### config.mk
export PLATFORM = sky130hd
export DESIGN_NAME = regfile_scoreboard_flat
export DESIGN_NICKNAME = d
export VERILOG_FILES = /design/src/rtl/regfile_scoreboard_if.sv /design/src/rtl/regfile_scoreboard.sv /design/src/flat_wrapper.sv
export SDC_FILE = /design/constraint.sdc
export NUM_CORES = 2
export LEC_CHECK = 0
export CORE_MARGIN = 1
export CORE_UTILIZATION = 35
export DETAILED_ROUTE_END_ITERATION = 7
export PLACE_DENSITY = 0.52
export SLEW_MARGIN = 20
export SYNTH_ARGS = -nofsm -noshare
export SYNTH_HDL_FRONTEND = slang
export SYNTH_SLANG_ARGS = --single-unit
### constraint.sdc
create_clock -name clock -period 97.9 [get_ports clock]
set_input_delay 29.37 -clock clock [delete_from_list [all_inputs] [get_ports clock]]
set_output_delay 29.37 -clock clock [all_outputs]
set_load 0.005 [all_outputs]
### src/rtl/regfile_scoreboard_if.sv
// Register-file bus: read ports, writeback port, issue port, flush and busy vector.
// master = datapath driving addresses/strobes, slave = register file.
interface regfile_scoreboard_if #(
   parameter int DATA_W = 32,
   parameter int ADDR_W = 5
);
   localparam int unsigned NREGS = 1 << ADDR_W;

   logic [ADDR_W-1:0] rd_addr1;
   logic [ADDR_W-1:0] rd_addr2;
   logic [DATA_W-1:0] rd_data1;
   logic [DATA_W-1:0] rd_data2;
   logic              rd_busy1;
   logic              rd_busy2;
   logic              wr_en;
   logic [ADDR_W-1:0] wr_addr;
   logic [DATA_W-1:0] wr_data;
   logic              iss_en;
   logic [ADDR_W-1:0] iss_addr;
   logic              flush;
   logic [NREGS-1:0]  busy_vec;

   modport master (
      output rd_addr1, rd_addr2, wr_en, wr_addr, wr_data, iss_en, iss_addr, flush,
      input  rd_data1, rd_data2, rd_busy1, rd_busy2, busy_vec
   );

   modport slave (
      input  rd_addr1, rd_addr2, wr_en, wr_addr, wr_data, iss_en, iss_addr, flush,
      output rd_data1, rd_data2, rd_busy1, rd_busy2, busy_vec
   );
endinterface

### src/rtl/regfile_scoreboard.sv
// Register file with two combinational read ports, one synchronous write port,
// optional hardwired-zero r0 and a per-register pending-write (busy) scoreboard.
// Optional feature: define REGFILE_BYPASS_EN for write-through forwarding on reads.
module regfile_scoreboard #(
   parameter int DATA_W   = 32,
   parameter int ADDR_W   = 5,
   parameter int ZERO_REG = 1
) (
   input  logic                 clock,
   input  logic                 reset,
   regfile_scoreboard_if.slave  bus
);
   localparam int unsigned NREGS = 1 << ADDR_W;

   logic [DATA_W-1:0] regs [NREGS];
   logic [NREGS-1:0]  busy;
   logic [NREGS-1:0]  busy_next;
   logic              wr_ok;
   logic [DATA_W-1:0] data1, data2;
   logic              bsy1, bsy2;

   // Writes to r0 are dropped when it is the hardwired-zero register.
   assign wr_ok = bus.wr_en && !((ZERO_REG != 0) && (bus.wr_addr == '0));

   // Register array: async clear, write on rising edge.
   always_ff @(posedge clock or posedge reset) begin
      if (reset) begin
         for (int unsigned i = 0; i < NREGS; i++) regs[i] <= '0;
      end else if (wr_ok) begin
         regs[bus.wr_addr] <= bus.wr_data;
      end
   end

   // Busy next-state: issue beats flush beats writeback; r0 never busy under ZERO_REG.
   always_comb begin
      busy_next = busy;
      for (int unsigned i = 0; i < NREGS; i++) begin
         if (bus.iss_en && (bus.iss_addr == ADDR_W'(i)))
            busy_next[i] = 1'b1;
         else if (bus.flush)
            busy_next[i] = 1'b0;
         else if (bus.wr_en && (bus.wr_addr == ADDR_W'(i)))
            busy_next[i] = 1'b0;
      end
      if (ZERO_REG != 0) busy_next[0] = 1'b0;
   end

   // Busy flops: async clear.
   always_ff @(posedge clock or posedge reset) begin
      if (reset) busy <= '0;
      else       busy <= busy_next;
   end

   // Read ports: array/busy lookup, optional forwarding of the in-flight write, then zero-reg override.
   always_comb begin
      data1 = regs[bus.rd_addr1];
      data2 = regs[bus.rd_addr2];
      bsy1  = busy[bus.rd_addr1];
      bsy2  = busy[bus.rd_addr2];
`ifdef REGFILE_BYPASS_EN
      if (wr_ok && (bus.wr_addr == bus.rd_addr1)) begin
         data1 = bus.wr_data;
         bsy1  = bus.iss_en && (bus.iss_addr == bus.rd_addr1);
      end
      if (wr_ok && (bus.wr_addr == bus.rd_addr2)) begin
         data2 = bus.wr_data;
         bsy2  = bus.iss_en && (bus.iss_addr == bus.rd_addr2);
      end
`endif
      if ((ZERO_REG != 0) && (bus.rd_addr1 == '0)) begin
         data1 = '0;
         bsy1  = 1'b0;
      end
      if ((ZERO_REG != 0) && (bus.rd_addr2 == '0)) begin
         data2 = '0;
         bsy2  = 1'b0;
      end
   end

   assign bus.rd_data1 = data1;
   assign bus.rd_data2 = data2;
   assign bus.rd_busy1 = bsy1;
   assign bus.rd_busy2 = bsy2;
   assign bus.busy_vec = busy;
endmodule

### src/flat_wrapper.sv
// flat-port wrapper written by rule: the top's interface ports become plain ports
module regfile_scoreboard_flat 
#(
   parameter int DATA_W   = 32,
   parameter int ADDR_W   = 5,
   parameter int ZERO_REG = 1
)
  (clock, reset, bus_rd_addr1, bus_rd_addr2, bus_wr_en, bus_wr_addr, bus_wr_data, bus_iss_en, bus_iss_addr, bus_flush, bus_rd_data1, bus_rd_data2, bus_rd_busy1, bus_rd_busy2, bus_busy_vec);
  regfile_scoreboard_if #(.DATA_W(DATA_W), .ADDR_W(ADDR_W)) bus_i ();
  input  logic clock;
  input  logic reset;
  input wire logic [$bits(bus_i.rd_addr1)-1:0] bus_rd_addr1;
  input wire logic [$bits(bus_i.rd_addr2)-1:0] bus_rd_addr2;
  input wire logic [$bits(bus_i.wr_en)-1:0] bus_wr_en;
  input wire logic [$bits(bus_i.wr_addr)-1:0] bus_wr_addr;
  input wire logic [$bits(bus_i.wr_data)-1:0] bus_wr_data;
  input wire logic [$bits(bus_i.iss_en)-1:0] bus_iss_en;
  input wire logic [$bits(bus_i.iss_addr)-1:0] bus_iss_addr;
  input wire logic [$bits(bus_i.flush)-1:0] bus_flush;
  output wire logic [$bits(bus_i.rd_data1)-1:0] bus_rd_data1;
  output wire logic [$bits(bus_i.rd_data2)-1:0] bus_rd_data2;
  output wire logic [$bits(bus_i.rd_busy1)-1:0] bus_rd_busy1;
  output wire logic [$bits(bus_i.rd_busy2)-1:0] bus_rd_busy2;
  output wire logic [$bits(bus_i.busy_vec)-1:0] bus_busy_vec;
  assign bus_i.rd_addr1 = bus_rd_addr1;
  assign bus_i.rd_addr2 = bus_rd_addr2;
  assign bus_i.wr_en = bus_wr_en;
  assign bus_i.wr_addr = bus_wr_addr;
  assign bus_i.wr_data = bus_wr_data;
  assign bus_i.iss_en = bus_iss_en;
  assign bus_i.iss_addr = bus_iss_addr;
  assign bus_i.flush = bus_flush;
  assign bus_rd_data1 = bus_i.rd_data1;
  assign bus_rd_data2 = bus_i.rd_data2;
  assign bus_rd_busy1 = bus_i.rd_busy1;
  assign bus_rd_busy2 = bus_i.rd_busy2;
  assign bus_busy_vec = bus_i.busy_vec;
  regfile_scoreboard #(.DATA_W(DATA_W), .ADDR_W(ADDR_W), .ZERO_REG(ZERO_REG)) u_core (.clock(clock), .reset(reset), .bus(bus_i));
endmodule
==> out/results.ini <==
[outcome]
outcome = complete, no violations

[clock_network]
cts-root-buf = clkbuf_16
clkSinkCount = 1055
cts.path.max_buffers = 3
hold_buffers = 0
cts.htree.levels = 4
clk_pin_slew_ps = 50
cts_tree = done
ctsResizeCount = 0
cts_inserted_buffers = 130
clock_latency_ps = 750
post-cts-setup-buffer-count = 0

[min_path]
worst_hold_path_type = reg2reg

[sta]
skew_ps = 0
finalSetupViolCount = 0
max_freq_mhz = 15.8
hold_viol = 0
period_needed_ps = 63240
rsz0062_at_grt = no
maxSlewViolCount = 0
tightest_slew_ps = 1300
slew_headroom = 0.128
setup_ws_ps = 34660
fin_crit_sh = 0.646
tns_ps = 0

[worst_setup_path]
startpoint_type = input port
cp_max_fo = 84
critical_path_class = in2out
endpoint_kind = output port
critical_path_required_ps = 68530
r2r_setup_slack_ps = 96990
crit_arrival_ps = 33870

[logic_synthesis]
synth_top_area_frac = 0.469
synth-edff-count = 0
seq_area_frac_synth = 0.469
synth.most_common_cell = dfrtp_1
synth_flop_cell = dfrtp_1
ys_async_sr_fraction = 1.00
ys_top_cells_by_area = dfrtp_1 47%, mux2_2 20%, mux4_2 18%, mux2i_1 2.3%, buf_2 1.6%
syn_area_um2 = 56300
synth.ff_latch_count = 1055
yosysWarnings = 0
synthTopCellsByCount = 1055 x dfrtp_1, 997 x mux2_2, 460 x mux4_2, 229 x clkbuf_1, 183 x buf_2
synthesis.nets = 3847
synth_top_cell_by_area = dfrtp_1
synth_cell_types = 43
avgSynthCellArea_um2 = 14.9
post_synth_inst_count = 3790

[floorplan]
ios = 155
dieArea_um2 = 163000
core_area_um2 = 159000
die_h_um = 403
std_cell_rows = 146
die_w_um = 403
initial_core_util = 0.354

[routing]
ant_nets = 0
vias = 36100
drc_errors = 0
drt_pass1_iterations = 7
drt_wl_total_um = 195000
drtIter0Drc = 3156
wire_per_inst_um = 32.7
viasPerCell = 6.07

[placed_design]
hpwlAfterDp_um = 106000
place_ws_ps = 34570
gp_congestion = 0.773
numPortBuffers = 153

[global_route]
antenna_found_initial = 16
grt_start_max_net_pins = 169
grt_usage = 0.241
gr-total-overflow = 0
grt_pass1_vias = 37500
grt_pass1_wl_um = 283000

[cells_and_area]
syn2layout_area_growth_pct = 13.0
drive_gt1_frac = 0.486
fin_nets = 3758

[power]
p_per_area_nw_per_um2 = 20.6
ir_worst_vdd_mv = 0.0139
p_leak_nw = 26.7

[run]
maxCapViolCount = 0

worst paths after layout:
path	start	to	cells past startpoint
worst max-delay path	bus_rd_addr2[2]	bus_rd_data2[25]	8
worst min-delay path	u_core.regs[1012]	u_core.regs[1012]	0
worst max register to register	u_core.bus.busy_vec[22]	u_core.bus.busy_vec[22]	2
worst min register to register	u_core.regs[1012]	u_core.regs[1012]	0
max in group asynchronous	reset	u_core.regs[907]	5
min in group asynchronous	reset	u_core.regs[665]	2
sequential cells by signal, indices dropped and copies added (netlist names):
register and count:
u_core.bus.busy_vec 31, u_core.regs 1024
cell usage in the layout, fill, tap and decap left out, drive strengths merged, types with 10 or more instances in the layout:
cell | Yosys | final
nor2 | 23 | 23
o2111ai | 17 | 17
a221oi | 49 | 49
mux2 | 1060 | 1060
clkbuf | 229 | 198
a22oi | 66 | 66
nand2 | 47 | 47
nand2b | 10 | 10
clkdlybuf4s50 | 0 | 125
clkinv | 0 | 21
dfrtp | 1055 | 1055
a311oi | 66 | 66
mux2i | 131 | 131
o2bb2ai | 10 | 10
o32ai | 16 | 16
o21ai | 120 | 120
mux4 | 460 | 460
nor2b | 84 | 84
a211oi | 64 | 64
buf | 220 | 103
inv | 19 | 23
worst max-delay path, stage by stage:
cell and delay [ps]:
buf_8 560, buf_4 760, buf_4 760, mux2i_1 170, a221oi_1 330, o21ai_0 210
a311oi_1 810, clkdlybuf4s50_1 660
cell families after synthesis:
group,after synthesis,share of synthesized area
buffers and inverters,468,0.0376
multiplexers,1651,0.421
AND/OR/NAND/NOR,202,0.0195
flip-flops,1055,0.469
other,1,0.0000666
AO/OA/AOI/OAI,413,0.0532
layer usage:
layer	part of all wire	GRT usage	routed length, um
met4	0.028	0.0705	5430
met3	0.061	0.0422	11800
met1	0.44	0.335	85300
met5	0.00024	0	46
met2	0.47	0.384	92100
area by class of cell:
cell class | instances | area [um^2]
repair buffers | 228 | 2110
flip-flops and latches | 1055 | 26400
multi-input cells | 2267 | 28100
well taps | 2146 | 2690
fillers | 14800 | 95500
clock inverters | 28 | 234
clock buffers | 198 | 4010
inverters | 19 | 83.8
diodes | 5 | 12.5
metrics by stage:
stage          total power [W]   util  hold slack, ps  cells  cell area [um^2]
6_report               0.00131  0.400             391   5946             63700
5_1_grt                0.00137  0.400             402   5941             63600
4_1_cts                0.00132  0.400             395   5941             63700
2_1_floorplan         0.000758      -             441   3790             56300
3_3_place_gp          0.000828  0.374             377   5714             59400
3_5_place_dp          0.000834  0.374             382   5715             59500
power breakdown:
group	internal (W)	total (W)	switching (W)	leakage, nW
clock	0.000289	0.000483	0.000194	2.11
combinational	0.000152	0.000252	0.0000997	11.0
sequential	0.000517	0.000576	0.0000588	13.6
Power figures use the tool's default switching activity.
